==> src/rtl/debounce_pkg.sv <==
// Shared constants and width helper for the button debounce bank.
// Holds default lock-out/hold periods and the clog2 width function.
package debounce_pkg;

    localparam int DEF_TIME_PERIOD = 75000;
    localparam int DEF_LONG_PERIOD = 1500000;

    // Bits needed to hold values 0..v-1, never less than 1.
    function automatic int clog2w(input int v);
        int r;
        r = 0;
        while ((64'd1 << r) < 64'(v)) r++;
        return (r < 1) ? 1 : r;
    endfunction

endpackage

==> src/rtl/debounce_chan.sv <==
// One debounce channel: 2-flop sync, lock-out, edge pulses, long-press.
// Ports: i_clk, i_reset_n, i_btn (raw pin) -> o_debounced, o_press,
//        o_release, o_long (all 1 bit, active-high, registered).
module debounce_chan
    import debounce_pkg::*;
#(
    parameter int   TIME_PERIOD = DEF_TIME_PERIOD,
    parameter int   LONG_PERIOD = DEF_LONG_PERIOD,
    parameter logic ACTIVE_LOW  = 1'b0
) (
    input  logic i_clk,
    input  logic i_reset_n,
    input  logic i_btn,
    output logic o_debounced,
    output logic o_press,
    output logic o_release,
    output logic o_long
);

    localparam int LW = clog2w(TIME_PERIOD);
    localparam int HW = clog2w(LONG_PERIOD + 1);

    localparam logic [LW-1:0] LOAD = LW'(TIME_PERIOD - 1);
    localparam logic [HW-1:0] HMAX = HW'(LONG_PERIOD);
    localparam logic [HW-1:0] HPRE = HW'(LONG_PERIOD - 1);

    logic          s1;
    logic          s2;
    logic          db_q;
    logic [LW-1:0] lock;
    logic [HW-1:0] hold;

    // Polarity is corrected before the synchronizer.
    always_ff @(posedge i_clk or negedge i_reset_n) begin
        if (!i_reset_n) begin
            s1 <= 1'b0;
            s2 <= 1'b0;
        end else begin
            s1 <= i_btn ^ ACTIVE_LOW;
            s2 <= s1;
        end
    end

    // Accept a change only when idle; then ignore input for the period.
    always_ff @(posedge i_clk or negedge i_reset_n) begin
        if (!i_reset_n) begin
            o_debounced <= 1'b0;
            lock        <= '0;
        end else if (lock != '0) begin
            lock <= lock - 1'b1;
        end else if (s2 != o_debounced) begin
            o_debounced <= s2;
            lock        <= LOAD;
        end
    end

    always_ff @(posedge i_clk or negedge i_reset_n) begin
        if (!i_reset_n) begin
            db_q      <= 1'b0;
            o_press   <= 1'b0;
            o_release <= 1'b0;
        end else begin
            db_q      <= o_debounced;
            o_press   <= o_debounced & ~db_q;
            o_release <= ~o_debounced & db_q;
        end
    end

    // Saturating hold counter; the pulse fires on the step into HMAX.
    always_ff @(posedge i_clk or negedge i_reset_n) begin
        if (!i_reset_n) begin
            hold   <= '0;
            o_long <= 1'b0;
        end else begin
            if (!o_debounced) begin
                hold <= '0;
            end else if (hold != HMAX) begin
                hold <= hold + 1'b1;
            end
            o_long <= o_debounced && (hold == HPRE);
        end
    end

endmodule

==> src/rtl/debounce_bank.sv <==
// Bank of NCH independent debounced button channels.
// Ports: i_clk, i_reset_n, i_btn[NCH] -> o_debounced, o_press,
//        o_release, o_long (each NCH bits, bit k belongs to channel k).
module debounce_bank
    import debounce_pkg::*;
#(
    parameter int             NCH         = 4,
    parameter int             TIME_PERIOD = DEF_TIME_PERIOD,
    parameter int             LONG_PERIOD = DEF_LONG_PERIOD,
    parameter logic [NCH-1:0] ACTIVE_LOW  = {NCH{1'b0}}
) (
    input  logic           i_clk,
    input  logic           i_reset_n,
    input  logic [NCH-1:0] i_btn,
    output logic [NCH-1:0] o_debounced,
    output logic [NCH-1:0] o_press,
    output logic [NCH-1:0] o_release,
    output logic [NCH-1:0] o_long
);

    if (NCH < 1 || NCH > 32) begin : g_bad_nch
        $error("debounce_bank: NCH out of range");
    end
    if (TIME_PERIOD < 2) begin : g_bad_tp
        $error("debounce_bank: TIME_PERIOD too small");
    end
    if (LONG_PERIOD <= TIME_PERIOD) begin : g_bad_lp
        $error("debounce_bank: LONG_PERIOD must exceed TIME_PERIOD");
    end

    for (genvar k = 0; k < NCH; k++) begin : g_ch
        debounce_chan #(
            .TIME_PERIOD (TIME_PERIOD),
            .LONG_PERIOD (LONG_PERIOD),
            .ACTIVE_LOW  (ACTIVE_LOW[k])
        ) u_chan (
            .i_clk       (i_clk),
            .i_reset_n   (i_reset_n),
            .i_btn       (i_btn[k]),
            .o_debounced (o_debounced[k]),
            .o_press     (o_press[k]),
            .o_release   (o_release[k]),
            .o_long      (o_long[k])
        );
    end

endmodule

==> config.mk <==
export PLATFORM = sky130hd
export DESIGN_NAME = debounce_bank
export DESIGN_NICKNAME = d
export VERILOG_FILES = /design/src/rtl/debounce_pkg.sv /design/src/rtl/debounce_chan.sv /design/src/rtl/debounce_bank.sv
export SDC_FILE = /design/constraint.sdc
export NUM_CORES = 1
export LEC_CHECK = 0
export CORE_UTILIZATION = 25
export CTS_BUF_LIST = sky130_fd_sc_hd__clkbuf_2
export DETAILED_ROUTE_END_ITERATION = 10
export PLACE_DENSITY_LB_ADDON = 0.12
export SLEW_MARGIN = 20
export SYNTH_ARGS = -nofsm -noshare
export SYNTH_HDL_FRONTEND = slang
export SYNTH_SLANG_ARGS = --single-unit
==> constraint.sdc <==
create_clock -name i_clk -period 6.4 [get_ports i_clk]
set_input_delay 1.28 -clock i_clk [delete_from_list [all_inputs] [get_ports i_clk]]
set_output_delay 1.28 -clock i_clk [all_outputs]
set_load 0.1 [all_outputs]
==> results by stage <==
Status:
- The flow ran to the end, and the final reports show no timing, DRC or antenna violations.

Worst setup path:
- The slowest library cell on the worst path is clkdlybuf4s50_1.
- The startpoint class of the critical path is a flop.
- STA classifies the critical path endpoint as an output pin.
- Walking the worst path, the cells encountered are clkdlybuf4s50_1.
- STA puts the critical path data required time at approximately 5.1 ns.
- The maximum fanout encountered on the critical timing path is 29.
- Data arrives at the worst endpoint at roughly 3.0 ns.
- The sum of buffers and inverters on the critical path is 1.
- The critical path is of the reg -> out type.
- The kind of cell adding the most delay to the critical path is buffers and inverters.
- On the worst path, the slowest cell contributes a delay of approximately 1.3 ns.

Drt:
- The initial DRC count is 247.
- The remaining design rule violation count is 0.
- The total via count after detailed routing is a little under 6000.
- The first-pass iteration count of the detailed router is 5.
- Once detail routing completed, the nets flagged for antenna violations numbered 0.
- The vias per cell is between 4 and 5.
- The routed design has 17300 um of wire.
- The routed length per instance is ~13 um.

Timing:
- The number of slew-limit violations in the final report is 0.
- The total count of hold-check failures in the final report is 0.
- The ratio of final minimum period to clock period is 0.667.
- At the pin with the least slew margin, the transition time is 0.973 ns.
- The final period demand of the worst path is around 4.3 ns.
- For this run, the top clock speed supported by timing is 234 MHz.
- The worst slew slack as a fraction of its limit is 0.349.
- Setup repair after global routing left no endpoint under its margin.
- Between clock sinks in the finished design, the worst skew comes to about 0.054 ns.
- The total negative slack for setup checks is 0 ns.
- The tightest hold path in the finished design has a slack of approximately 0.38 ns.
- The count of final setup violators is 0.

Pwr:
- Dividing total power by cell area gives a power density of 287 nW/um^2.
- Summed over all cells, the static leakage comes to 4.01 nW.
- The peak supply drop is ~0.12 mV.
- The register share of total power is 0.565.
- Cell internal power was estimated by the tool at approximately 1.7 mW.
- The switching share of power is 0.378.
- The clock network power share is 0.201.
- The fraction of power consumed by combinational cells is 0.234.
- Summed over all nets, the switching power comes to 1.04 mW.

Logic synthesis:
- The most used flip-flop cell after synthesis is dfrtp_1.
- The fraction of the yosys area taken by sequential cells is 0.512.
- The synthesized design contains 0 enable-type register cells.
- The fraction of synthesized cell area taken by the top area cell type is 0.512.
- The cell area that synthesis handed to floorplanning was roughly 8800 sq um.
- After synthesis, the mean cell area works out to just over 10 sq um.
- The count of synthesis-stage warnings from yosys is 0.
- Yosys instantiated no cell more often than dfrtp_1.
- The async set-reset flop share out of synthesis is 1.00.
- Synthesis instantiated 54 different standard cells from the library.
- The cell type with the largest total area after synthesis is dfrtp_1.
- By count the netlist is led by dfrtp_1, nand2_1, nor2_1, xnor2_1, and2_1.
- Counting every net in the synthesized netlist gives between 800 and 900.
- By area the synthesized netlist is led by dfrtp_1, xnor2_1, xor2_1.
- The number of register bits inferred by synthesis is 180.
- After technology mapping, the gate count stands at 859.

Clock tree:
- The post-CTS repair timing setup buffer count is 0.
- The clock transition at the registers of the reported paths is ~0.28 ns.
- Once the clock tree was built, the resizer swapped 0 gates to a different size.
- TritonCTS built the clock tree.
- The number of sinks on the clock net is 180.
- The root buffer cell chosen for the clock tree is clkbuf_2.
- The number of buffers added to fix hold violations after cts is 0.
- In this run, CTS created clock tree buffers numbering 17.
- The H-tree was split into 4 levels.
- The later pin in the worst-skew pair is clocked with a latency of around 0.79 ns.
- The buffer depth of the longest clock path is 2.

Global route:
- The total overflow left after global routing is 0.
- The first-pass GRT wire length is roughly 30000 um.
- The number of global-route vias before repair was a little under 6000.
- Entering global routing, the biggest net connects 84 pins.
- The number of antenna violations at the first check in global routing is 1.
- In the global route stage, overall resource usage came out at 0.103.

Die:
- The number of rows in the core area is 68.
- The initial utilization of the core area, before any placement, comes to 0.255.
- The number of placed I/O pins is 22.
- The core region is about 35000 sq um.
- The overall die width is between 150 and 200 um.
- The die is about 190 um tall.
- The die covers 35900 sq um.

Min path:
- The path class of the tightest hold or removal check is reg -> reg.

Job:
- The number of maximum-capacitance violations is 0.

Place:
- In this run the tool buffered the top-level ports with 21 buffer cells.
- The post-DP HPWL is 11200 um.
- The global placer's final weighted congestion is ~0.7.

Cells and area:
- The post-layout net count is 891.
- Relative to the synthesized area, the layout overhead comes to 9.16%.
- The fraction of final layout cells with drive strength greater than 1 is 0.0612.
routing by layer:
metal / vias to the layer above / part of all wire / track usage
li1: 3033 / - / -
met1: 2830 / 0.52 / 0.140
met2: 43 / 0.44 / 0.159
met3: 8 / 0.022 / 0.0258
met4: 0 / 0.011 / 0.0326
met5: - / 0 / 0
final cells by class:
class                           instances  area (sq um)
Antenna cell                            1          2.50
Clock buffer                           17          85.1
Clock inverter                         15           120
Fill cell                            3680         24900
Inverter                               29           109
Multi-Input combinational cell        615          3960
Sequential cell                       180          4500
Tap cell                              455           569
Timing Repair Buffer                   26           251
cell usage in the layout (no fill, tap or decap), types with 16 or more instances in the layout:
master / count
a21oi_1: 32
and2_1: 52
clkbuf_2: 17
clkdlybuf4s50_1: 20
dfrtp_1: 180
ha_1: 16
inv_1: 29
nand2_1: 60
nand3_1: 39
nand4_1: 24
nor2_1: 56
nor3_1: 44
nor4_1: 34
o21ai_0: 17
or3_1: 23
xnor2_1: 55
xor2_1: 46
registers in the layout (all words and copies together) (netlist names):
register and cells:
g_ch.u_chan.lock 68, g_ch.u_chan.o_debounced 4, g_ch.u_chan.db_q 4, g_ch.u_chan.hold 84
g_ch.u_chan.s2 4, g_ch.u_chan.o_long 4, g_ch.u_chan.o_release 4, g_ch.u_chan.o_press 4
g_ch.u_chan.s1 4
stage by stage:
stage | power [mW] | util | setup slack [ns] | std cells | cell area (sq um)
after floorplan | 2.07 | - | 4.27 | 859 | 8790
after global placement | 2.24 | 0.272 | 2.94 | 1305 | 9390
after detailed placement | 2.23 | 0.272 | 2.96 | 1305 | 9390
after CTS | 2.83 | 0.278 | 1.92 | 1337 | 9600
after global routing | 2.98 | 0.278 | 1.79 | 1338 | 9600
final | 2.76 | 0.278 | 2.13 | 1338 | 9600
worst paths after layout:
path	slack, ns	depth (start not counted)	startpoint	end
min in group asynchronous	0.48	1	i_reset_n	g_ch[1].u_chan.lock[1]
worst max register to register	3.99	5	g_ch[2].u_chan.lock[13]	g_ch[2].u_chan.lock[5]
worst max-delay path	2.13	1	g_ch[1].u_chan.o_debounced	o_debounced[1]
worst min register to register	0.38	0	g_ch[3].u_chan.s1	g_ch[3].u_chan.s2
max in group asynchronous	4.66	2	i_reset_n	g_ch[3].u_chan.o_debounced
worst min-delay path	0.38	0	g_ch[3].u_chan.s1	g_ch[3].u_chan.s2
cells by family after synthesis:
group,share of synthesized area
AO/OA/AOI/OAI,0.0626
adder cells (fa/ha/maj),0.0228
flip-flops,0.512
XOR/XNOR,0.101
AND/OR/NAND/NOR,0.259
multiplexers,0.00569
buffers and inverters,0.0377
power by group through the flow:
stage	combinational (mW)	sequential (mW)	clock, mW
2_1_floorplan	0.541	1.53	0
3_3_place_gp	0.651	1.59	0
3_5_place_dp	0.656	1.58	0
4_1_cts	0.658	1.56	0.608
5_1_grt	0.728	1.60	0.648
6_report	0.645	1.56	0.554
Note: power is estimated with default switching activity, not from simulation.
